===== src/rtl/pipe_skid_buffer_pkg.sv =====
// Shared pipeline definitions: skid-buffer occupancy states and their decode.
// Stall/hazard logic elsewhere imports these so every stage agrees on the encoding.
package pipe_skid_buffer_pkg;

  typedef enum logic [1:0] {
    ST_EMPTY = 2'd0,
    ST_BUSY  = 2'd1,
    ST_FULL  = 2'd2
  } skid_state_t;

  // Encoding 2'd3 is unreachable and reports as empty.
  function automatic logic [1:0] state_occupancy(input skid_state_t st);
    case (st)
      ST_BUSY: state_occupancy = 2'd1;
      ST_FULL: state_occupancy = 2'd2;
      default: state_occupancy = 2'd0;
    endcase
  endfunction

endpackage


===== src/rtl/openhw_flopen.sv =====
// Plain enable flop with no reset; holds its value whenever en_i is low.
module openhw_flopen #(
  parameter int WIDTH = 8
) (
  input  logic             clk_i,
  input  logic             en_i,
  input  logic [WIDTH-1:0] d_i,
  output logic [WIDTH-1:0] q_o
);

  always_ff @(posedge clk_i) begin
    if (en_i) begin
      q_o <= d_i;
    end
  end

endmodule


===== src/rtl/pipe_skid_buffer.sv =====
// Two-entry skid buffer: main register drives out_data, skid register catches the
// entry accepted while downstream stalls, so in_ready depends only on registered state.
module pipe_skid_buffer
  import pipe_skid_buffer_pkg::*;
#(
  parameter int WIDTH = 8
) (
  input  logic             clk,
  input  logic             reset,
  input  logic             flush,
  input  logic             in_valid,
  output logic             in_ready,
  input  logic [WIDTH-1:0] in_data,
  output logic             out_valid,
  input  logic             out_ready,
  output logic [WIDTH-1:0] out_data,
  output logic [1:0]       occupancy,
  output logic [1:0]       state_dbg
);

  // Handshake: a transfer happens on a rising edge where valid & ready are both high.
  // in_ready/out_valid are decoded from state_q only; producers never wait on ready.
  skid_state_t      state_q, state_d;
  logic             in_xfer, out_xfer;
  logic             main_en, skid_en, main_from_skid;
  logic [WIDTH-1:0] main_d, main_q, skid_q;

  assign in_ready  = (state_q != ST_FULL);
  assign out_valid = (state_q == ST_BUSY) || (state_q == ST_FULL);
  assign occupancy = state_occupancy(state_q);
  assign state_dbg = state_q;
  assign out_data  = main_q;

  assign in_xfer  = in_valid & in_ready;
  assign out_xfer = out_valid & out_ready;

  always_comb begin
    state_d        = state_q;
    main_en        = 1'b0;
    skid_en        = 1'b0;
    main_from_skid = 1'b0;
    case (state_q)
      ST_EMPTY: begin
        if (in_xfer) begin
          main_en = 1'b1;
          state_d = ST_BUSY;
        end
      end
      ST_BUSY: begin
        if (in_xfer && out_xfer) begin
          main_en = 1'b1;
        end else if (in_xfer) begin
          skid_en = 1'b1;
          state_d = ST_FULL;
        end else if (out_xfer) begin
          state_d = ST_EMPTY;
        end
      end
      ST_FULL: begin
        if (out_xfer) begin
          main_en        = 1'b1;
          main_from_skid = 1'b1;
          state_d        = ST_BUSY;
        end
      end
      default: state_d = ST_EMPTY;
    endcase
    // Flush wins over every transfer; an input accepted this cycle is simply dropped.
    if (flush) begin
      state_d = ST_EMPTY;
      main_en = 1'b0;
      skid_en = 1'b0;
    end
  end

  assign main_d = main_from_skid ? skid_q : in_data;

  always_ff @(posedge clk) begin
    if (reset) begin
      state_q <= ST_EMPTY;
    end else begin
      state_q <= state_d;
    end
  end

  openhw_flopen #(.WIDTH(WIDTH)) u_main (
    .clk_i (clk),
    .en_i  (main_en),
    .d_i   (main_d),
    .q_o   (main_q)
  );

  openhw_flopen #(.WIDTH(WIDTH)) u_skid (
    .clk_i (clk),
    .en_i  (skid_en),
    .d_i   (in_data),
    .q_o   (skid_q)
  );

endmodule


===== config.mk =====
export PLATFORM = sky130hd
export DESIGN_NAME = pipe_skid_buffer
export DESIGN_NICKNAME = d
export VERILOG_FILES = /design/src/rtl/pipe_skid_buffer_pkg.sv /design/src/rtl/openhw_flopen.sv /design/src/rtl/pipe_skid_buffer.sv
export SDC_FILE = /design/constraint.sdc
export NUM_CORES = 1
export LEC_CHECK = 0
export ABC_CLOCK_PERIOD_IN_PS = 4200
export CAP_MARGIN = 20
export CORE_UTILIZATION = 47
export CTS_CLUSTER_DIAMETER = 200
export DETAILED_ROUTE_END_ITERATION = 12
export PLACE_DENSITY = 0.86
export REMOVE_ABC_BUFFERS = 1
export SETUP_SLACK_MARGIN = 0.5
export SLEW_MARGIN = 30
export SYNTH_ARGS = -nofsm -noshare
export SYNTH_HDL_FRONTEND = slang
export SYNTH_SLANG_ARGS = --single-unit

===== constraint.sdc =====
create_clock -name clk -period 4.2 [get_ports clk]
set_input_delay 0.84 -clock clk [delete_from_list [all_inputs] [get_ports clk]]
set_output_delay 0.84 -clock clk [all_outputs]
set_load 0.05 [all_outputs]

==> flow_metrics.env, run 1 <==
export IMPL_vias=531
export IMPL_crit_required_ns=3.36
export IMPL_die_h_um=43.7
export IMPL_grt_start_max_net_pins=11
export IMPL_failed_checks="design-rule violations"
export IMPL_status="complete, but fails checks"
export IMPL_timing_hold_ws_ns=0.550
export IMPL_cts_buffers=3
export IMPL_io_pins=27
export IMPL_maxSlewViolCount=0
export IMPL_worst_slew_pin_slew_ns=0.525
export IMPL_power_density_nw_per_um2=315
export IMPL_synth_edf_count=16
export IMPL_die_x_um=43.7
export IMPL_setup_tns_ns=0
export IMPL_ys_flop_type="edfxtp_1"
export IMPL_avgSynthCellArea_um2=14.8
export IMPL_p_total_w=0.000358
export IMPL_finalCritPeriodShare=0.687
export IMPL_syn_to_final_growth_pct=39.4
export IMPL_fillers=117
export IMPL_clockBufferDepth=2
export IMPL_final_cell_mix="clkdlybuf4s50_1 (26), edfxtp_1 (16), mux2_2 (8)"
export IMPL_fmax_mhz=346
export IMPL_final_common_cell="clkdlybuf4s50_1"
export IMPL_dieArea_um2=1910
export IMPL_finClkSkew_ns=0.00535
export IMPL_track_usage=0.167
export IMPL_finalSetupViolations=0
export IMPL_clock_sinks=18
export IMPL_startpoint_type="flip-flop"
export IMPL_leakagePower_nw=0.409
export IMPL_crit_path_end_kind="output port"
export IMPL_hp_class="reg2reg"
export IMPL_dr_pass1_iters=8
export IMPL_fin_nets=105
export IMPL_grt_pass1_vias=517
export IMPL_clk_pin_slew_ns=0.10
export IMPL_post_drt_wl_per_cell_um=13.8
export IMPL_synth_cells=55
export IMPL_post_cts_setup_buffer_count=0
export IMPL_cts_max_level=1
export IMPL_drt_iter0_drc=14
export IMPL_synth_seq_cells=18
export IMPL_cts_resized=0
export IMPL_crit_type="reg2out"
export IMPL_cp_arrival_ns=2.05
export IMPL_yosysWarningCount=0
export IMPL_synthDistinctLibCells=20
export IMPL_utilization=0.730
export IMPL_peakVddDrop_v=0.000189
export IMPL_ant_nets=0
export IMPL_via_per_inst=5.16
export IMPL_crit_fanout=7
export IMPL_num_rows=14
export IMPL_route_detailed_drc=2
export IMPL_cap_violations=0
export IMPL_max_slew_margin=0.649
export IMPL_overflow=0
export IMPL_hold_viol_final=0
export IMPL_finalWirelength_um=1430
export IMPL_hold_buffers=0
export IMPL_cts_root_buf="clkbuf_4"
export IMPL_synthesis_area_um2=816
export IMPL_drive_gt1_frac=0.195
export IMPL_place_congestion=0.771
export IMPL_numPortBuffers=26
export IMPL_fin_crit_ns=2.89
export IMPL_synthArstFlopShare=0
export IMPL_core_area_um2=1560
export IMPL_num_antenna_cells=0
export IMPL_antenna_found_initial=0
export IMPL_grt_pass1_wl_um=2270
export IMPL_start_util=0.523
export IMPL_cts_tree="built"
export IMPL_rsz0062_at_grt="false"
export IMPL_synth_yosys_seq_area_share=0.638
export IMPL_clock_latency_ns=0.29
metal layers:
metal	GRT usage	up-vias	share of wire
met5	0	-	0
met4	0.0750	0	0
met3	0.0375	0	0.051
met2	0.263	17	0.49
met1	0.223	244	0.46
li1	-	270	-
worst max-delay path, cell delays in order, from the launching register on:
cell             delay [ns]
dfxtp_1                0.41
inv_1                  0.09
ha_1                   0.31
inv_1                  0.12
clkdlybuf4s50_1        0.83
logic make-up after synthesis:
logic type,synth area share
flops,0.638
compound gates,0.0506
simple gates,0.0920
buf+inv,0.0230
fa+ha+maj,0.0614
mux,0.135
flip-flops by register name, indices dropped and copies added (netlist names):
| register | cells |
|---|---|
| u_skid.q_o | 8 |
| u_main.q_o | 8 |
| state_dbg | 2 |
worst paths after layout:
check               start            end  slack, ns  cells after the start
min reg2reg  state_dbg[0]   state_dbg[0]       0.55                      2
min          state_dbg[0]   state_dbg[0]       0.55                      2
max reg2reg  state_dbg[0]  u_skid.q_o[3]       2.46                      6
max          state_dbg[0]       in_ready       1.31                      4
synthesized netlist by cell type, types with 2 or more instances:
cell type  number  area [um^2]
dfxtp_1         2         40.0
nand2_2         2         12.5
inv_1           5         18.8
mux2i_1         2         20.0
mux2_2          8         90.1
ha_1            4         50.1
nand2_1         4         15.0
edfxtp_1       16          480
power by group:
part,switching [W],internal [W]
combinational,0.0000388,0.0000300
sequential,0.00000215,0.000202
clock,0.0000509,0.0000345
area by class of cell:
cell class | count | area, um^2 | share of cell area
Multi-Input combinational cell | 32 | 277 | 0.243
Sequential cell | 18 | 520 | 0.458
Tap cell | 16 | 20.0 | 0.0176
Timing Repair Buffer | 28 | 275 | 0.242
Inverter | 5 | 18.8 | 0.0165
Clock buffer | 3 | 22.5 | 0.0198
Clock inverter | 1 | 3.75 | 0.00330
metrics by stage:
step | instance area (um^2) | instances | setup WS [ns]
2_1_floorplan | 816 | 55 | 1.19
3_3_place_gp | 1110 | 99 | 1.73
3_5_place_dp | 1110 | 99 | 1.63
4_1_cts | 1140 | 103 | 1.31
5_1_grt | 1140 | 103 | 1.21
6_report | 1140 | 103 | 1.31
Power figures use the tool's default switching activity.
==> run 2, diff against run 1 <==
--- a/config.mk
+++ b/config.mk
@@ -5,12 +5,12 @@
 export SDC_FILE = /design/constraint.sdc
 export NUM_CORES = 1
 export LEC_CHECK = 0
-export ABC_CLOCK_PERIOD_IN_PS = 4200
+export ABC_CLOCK_PERIOD_IN_PS = 2900
 export CAP_MARGIN = 20
-export CORE_UTILIZATION = 47
+export CORE_UTILIZATION = 44
 export CTS_CLUSTER_DIAMETER = 200
 export DETAILED_ROUTE_END_ITERATION = 12
-export PLACE_DENSITY = 0.86
+export PLACE_DENSITY = 0.81
 export REMOVE_ABC_BUFFERS = 1
 export SETUP_SLACK_MARGIN = 0.5
 export SLEW_MARGIN = 30
==> constraint.sdc (replaced) <==
create_clock -name clk -period 2.9 [get_ports clk]
set_input_delay 0.58 -clock clk [delete_from_list [all_inputs] [get_ports clk]]
set_output_delay 0.58 -clock clk [all_outputs]
set_load 0.05 [all_outputs]
==> run 2 against run 1 <==
  * The run now ends clean
  * Combinational power rose by 45%
  * Total power is 44% higher
  * Die area grew 6.5%
  * Non-clock buffer count increased by 1
  * Sequential share of layout area shrank 0.40 points
  * First-iteration DRC count decreased by 14%
  * Global-route usage is 0.98 points higher
  * Critical endpoint is now out_valid
  * Largest cell class unchanged
==> flow_metrics.env, run 2 (synthesis gave the netlist of run 1 again) <==
export IMPL_antenna_found_initial=0
export IMPL_fin_nets=106
export IMPL_finalWirelength_um=1560
export IMPL_peakVddDrop_v=0.000271
export IMPL_crit_type="reg2out"
export IMPL_seq_power_share=0.572
export IMPL_vias=567
export IMPL_reg2reg_depth=6
export IMPL_top_layer_used="met4"
export IMPL_utilization=0.664
export IMPL_leakagePower_nw=0.426
export IMPL_io_pins=27
export IMPL_clock_sinks=18
export IMPL_met1_length_um=664
export IMPL_cap_violations=0
export IMPL_finalSetupViolations=0
export IMPL_grt_pass1_vias=550
export IMPL_clk_pin_slew_ns=0.09
export IMPL_final_cell_mix="clkdlybuf4s50_1 (22), edfxtp_1 (16), mux2_2 (8)"
export IMPL_ant_nets=0
export IMPL_switchingPower_w=0.000131
export IMPL_cp_arrival_ns=1.68
export IMPL_rsz0062_at_grt="false"
export IMPL_num_antenna_cells=0
export IMPL_post_cts_setup_buffer_count=0
export IMPL_drive_gt1_frac=0.216
export IMPL_worst_slew_pin_slew_ns=0.508
export IMPL_reg2reg_to="u_main.q_o[4]"
export IMPL_setup_tns_ns=0
export IMPL_power_internal_w=0.000385
export IMPL_min_path_cells=2
export IMPL_max_stage_delay_ns=0.54
export IMPL_cts_tree="built"
export IMPL_cpMaxStageDelayCell="dlygate4sd2_1"
export IMPL_core_area_um2=1730
export IMPL_timing_rr_start="state_dbg[0]"
export IMPL_drt_iter0_drc=12
export IMPL_route_detailed_drc=0
export IMPL_met3_length_um=89
export IMPL_syn_to_final_growth_pct=40.6
export IMPL_dieArea_um2=2030
export IMPL_fillers=146
export IMPL_numPortBuffers=26
export IMPL_via_per_inst=5.02
export IMPL_finClkSkew_ns=0.00412
export IMPL_die_x_um=45.1
export IMPL_fin_crit_ns=2.26
export IMPL_hold_viol_final=0
export IMPL_finalCritPeriodShare=0.780
export IMPL_track_usage=0.177
export IMPL_post_drt_wl_per_cell_um=13.8
export IMPL_maxSlewViolCount=0
export IMPL_place_congestion=0.736
export IMPL_crit_path_end_kind="output port"
export IMPL_crit_chain="inv_1 > ha_1 > dlygate4sd2_1"
export IMPL_status="finished, final reports clean"
export IMPL_crit_fanout=5
export IMPL_cts_max_level=1
export IMPL_hp_class="reg2reg"
export IMPL_rrSetupSlack_ns=1.09
export IMPL_crit_required_ns=2.32
export IMPL_die_h_um=45.1
export IMPL_final_common_cell="clkdlybuf4s50_1"
export IMPL_max_slew_margin=0.660
export IMPL_cts_root_buf="clkbuf_4"
export IMPL_clock_latency_ns=0.28
export IMPL_fmax_mhz=442
export IMPL_startpoint_type="flip-flop"
export IMPL_grt_pass1_wl_um=2480
export IMPL_p_clk_frac=0.234
export IMPL_num_rows=15
export IMPL_dr_wl_met2_um=791
export IMPL_cts_buffers=3
export IMPL_p_sw_frac=0.254
export IMPL_grt_start_max_net_pins=11
export IMPL_min_from="state_dbg[0]"
export IMPL_whs_endpoint="state_dbg[0]"
export IMPL_start_util=0.472
export IMPL_combPwrFrac=0.194
export IMPL_overflow=0
export IMPL_power_density_nw_per_um2=450
export IMPL_dr_pass1_iters=4
export IMPL_clockBufferDepth=2
export IMPL_dpl_hpwl_um=1200
[run 2: worst max-delay path by stage]
stage / from / to / slack (ns) / cells after the start
final: state_dbg[0] / out_valid / 0.64 / 3
after global routing: state_dbg[0] / out_valid / 0.54 / 3
after CTS: state_dbg[0] / in_ready / 0.57 / 4
after detailed placement: state_dbg[0] / in_ready / 0.61 / 4
after global placement: state_dbg[0] / in_ready / 0.68 / 4
after floorplan: state_dbg[1] / u_main.q_o[0] / -0.11 / 5
[run 2: critical path: cells and delay by family, from the launching register on]
kind	cells	cell delay (ns)
DFF	1	0.43
adders and majority gates	1	0.34
buffers and inverters	2	0.63
[run 2: power by group through the flow]
stage	Sequential, W	Clock (W)	Combinational [W]
final	0.000295	0.000121	0.0000999
after global routing	0.000296	0.000131	0.000106
after CTS	0.000296	0.000123	0.000101
after detailed placement	0.000302	0	0.000102
after global placement	0.000301	0	0.000100
after floorplan	0.000324	0	0.0000354
[run 2: final cells by class]
| class | count | area [um^2] | share of cell area |
|---|---|---|---|
| Sequential cell | 18 | 520 | 0.454 |
| Multi-Input combinational cell | 32 | 277 | 0.241 |
| Timing Repair Buffer | 29 | 274 | 0.239 |
| Tap cell | 25 | 31.3 | 0.0273 |
| Clock buffer | 3 | 22.5 | 0.0196 |
| Inverter | 5 | 18.8 | 0.0164 |
| Clock inverter | 1 | 3.75 | 0.00327 |
[run 2: metrics by stage]
| step | area, um^2 | worst slack (ns) | hold slack (ns) | instances | power [W] |
|---|---|---|---|---|---|
| after CTS | 1150 | 0.566 | 0.546 | 113 | 0.000519 |
| after global placement | 1130 | 0.682 | 0.519 | 109 | 0.000401 |
| after detailed placement | 1130 | 0.615 | 0.531 | 109 | 0.000403 |
| final | 1150 | 0.637 | 0.545 | 113 | 0.000516 |
| after floorplan | 816 | -0.109 | 0.525 | 55 | 0.000359 |
| after global routing | 1150 | 0.544 | 0.571 | 113 | 0.000533 |
[run 2: per-layer routing]
| layer | up-vias | GRT usage |
|---|---|---|
| met1 | 275 | 0.214 |
| li1 | 271 | - |
| met4 | 0 | 0.0909 |
| met3 | 2 | 0.0440 |
| met5 | - | 0 |
| met2 | 19 | 0.293 |
[run 2: repair_timing]
| action | 4_1_cts | 5_1_grt |
|---|---|---|
| resized for setup | 4 | 2 |
| endpoints found under the setup margin | 4 | 1 |
| hold buffers | 0 | 0 |
| endpoints found under the hold margin | 0 | 0 |
| cloned | 0 | 0 |
==> run 3, diff against run 2 <==
--- a/config.mk
+++ b/config.mk
@@ -5,12 +5,12 @@
 export SDC_FILE = /design/constraint.sdc
 export NUM_CORES = 1
 export LEC_CHECK = 0
-export ABC_CLOCK_PERIOD_IN_PS = 2900
+export ABC_CLOCK_PERIOD_IN_PS = 1860
 export CAP_MARGIN = 20
-export CORE_UTILIZATION = 44
+export CORE_UTILIZATION = 39
 export CTS_CLUSTER_DIAMETER = 200
 export DETAILED_ROUTE_END_ITERATION = 12
-export PLACE_DENSITY = 0.81
+export PLACE_DENSITY = 0.77
 export REMOVE_ABC_BUFFERS = 1
 export SETUP_SLACK_MARGIN = 0.5
 export SLEW_MARGIN = 30
==> constraint.sdc (replaced) <==
create_clock -name clk -period 1.86 [get_ports clk]
set_input_delay 0.372 -clock clk [delete_from_list [all_inputs] [get_ports clk]]
set_output_delay 0.372 -clock clk [all_outputs]
set_load 0.05 [all_outputs]
==> run 3 against run 2 <==
  * Cell count grew 12%
  * Critical path depth grew 4
  * Critical endpoint is now u_main.q_o[5]
  * Global-route usage grew 0.59 points
  * Largest cell class unchanged
==> flow_metrics.env, run 3 (synthesis gave the netlist of run 1 again) <==
export IMPL_status="finished, final reports clean"
export IMPL_track_usage=0.183
export IMPL_timing_hold_ws_ns=0.559
export IMPL_num_rows=16
export IMPL_max_slew_margin=0.777
export IMPL_hold_viol_final=0
export IMPL_worst_slew_pin_slew_ns=0.334
export IMPL_core_area_um2=1960
export IMPL_fin_nets=117
export IMPL_die_x_um=47.7
export IMPL_met3_length_um=110
export IMPL_clock_latency_ns=0.28
export IMPL_crit_fanout=8
export IMPL_cap_violations=0
export IMPL_fmax_mhz=638
export IMPL_die_h_um=47.7
export IMPL_clk_pin_slew_ns=0.10
export IMPL_met1_length_um=679
export IMPL_crit_family="flip-flops"
export IMPL_dpl_hpwl_um=1260
export IMPL_p_total_w=0.000893
export IMPL_max_stage_delay_ns=0.40
export IMPL_ant_nets=0
export IMPL_crit_required_ns=1.87
export IMPL_finalCritPeriodShare=0.843
export IMPL_clockBufferDepth=2
export IMPL_post_drt_wl_per_cell_um=15.2
export IMPL_rsz0062_at_grt="true"
export IMPL_final_cell_mix="edfxtp_1 (16), clkdlybuf4s50_1 (10), buf_6 (9)"
export IMPL_antenna_found_initial=0
export IMPL_dp_cells=111
export IMPL_dr_pass1_iters=4
export IMPL_io_pins=27
export IMPL_cts_buffers=3
export IMPL_rrSetupSlack_ns=0.29
export IMPL_final_common_cell="edfxtp_1"
export IMPL_finalSetupViolations=0
export IMPL_fin_crit_ns=1.57
export IMPL_vias=617
export IMPL_power_density_nw_per_um2=636
export IMPL_crit_type="reg2reg"
export IMPL_numPortBuffers=26
export IMPL_drt_iter0_drc=8
export IMPL_syn_to_final_growth_pct=72.2
export IMPL_cpMaxStageDelayCell="dfxtp_4"
export IMPL_fillers=160
export IMPL_startpoint_type="flip-flop"
export IMPL_num_antenna_cells=0
export IMPL_grt_pass1_vias=588
export IMPL_drive_gt1_frac=0.576
export IMPL_start_util=0.416
export IMPL_layout_cells_non_filler=126
export IMPL_place_congestion=0.725
export IMPL_route_detailed_drc=0
export IMPL_path_buf_inv=2
export IMPL_via_per_inst=4.90
export IMPL_leakagePower_nw=0.572
export IMPL_cts_tree="built"
export IMPL_cp_arrival_ns=1.57
export IMPL_grt_start_max_net_pins=11
export IMPL_dr_wl_met2_um=1090
export IMPL_clock_sinks=18
export IMPL_cts_root_buf="clkbuf_4"
export IMPL_peakVddDrop_v=0.000384
export IMPL_crit_chain="inv_4 > ha_4 > nand3_2 > nand2_1 > a22oi_2 > nor3_2 > buf_6"
export IMPL_hp_class="reg2reg"
export IMPL_grt_pass1_wl_um=2640
export IMPL_cts_max_level=1
export IMPL_finalWirelength_um=1910
export IMPL_finClkSkew_ns=0.00310
export IMPL_overflow=0
export IMPL_dieArea_um2=2280
export IMPL_crit_path_end_kind="flip-flop"
export IMPL_maxSlewViolCount=0
export IMPL_top_layer_used="met4"
-- run 3: cell count changes in the layout (fill, tap and decap cells not counted), moves of 4 or more --
cell             change
buf_6                +9
buf_12               +4
buf_2                +8
mux2_4               +8
mux2_2               -8
clkdlybuf4s50_1     -12
-- run 3: area by class of cell --
class	instances	area (um^2)	area share
flip-flops and latches	18	528	0.376
repair buffers	40	399	0.284
multi-input cells	32	382	0.272
clock buffers	4	36.3	0.0258
well taps	27	33.8	0.0240
inverters	5	26.3	0.0187
-- run 3: path summary, 6_finish.rpt --
path,cells after the start,endpoint,start
max,7,u_main.q_o[5],state_dbg[1]
min,1,u_main.q_o[7],u_skid.q_o[7]
max reg2reg,7,u_main.q_o[5],state_dbg[1]
min reg2reg,1,u_main.q_o[7],u_skid.q_o[7]
-- run 3: power by group --
part	switching, W	internal (W)
Sequential	0.00000540	0.000454
Combinational	0.000107	0.0000979
Clock	0.000111	0.000119
Total	0.000223	0.000670
-- run 3: per-stage QoR --
stage,setup slack [ns],util,instance area (um^2),TNS [ns]
final,0.292,0.716,1410,0
after global routing,0.231,0.716,1410,0
after CTS,0.310,0.669,1310,0
after detailed placement,0.0392,0.595,1170,0
after global placement,0.0682,0.595,1170,0
after floorplan,-1.15,-,816,-18.99
-- run 3: worst reg2reg max path, stage by stage (launching register included) --
cell	delay, ns
dfxtp_4	0.40
inv_4	0.05
ha_4	0.29
nand3_2	0.06
nand2_1	0.07
a22oi_2	0.05
nor3_2	0.21
buf_6	0.16
-- run 3: what timing repair did --
action                     in CTS  in global routing
resized for setup              72                 12
hold buffers                    0                  0
pin swaps                       6                  4
setup endpoints to repair      38                 32
setup buffers                   5                  6
hold endpoints to repair        0                  0
-- run 3: layer usage --
layer	up-vias	global-route usage
met2	27	0.357
met5	-	0
met1	293	0.172
met4	0	0.0833
li1	293	-
met3	4	0.0528
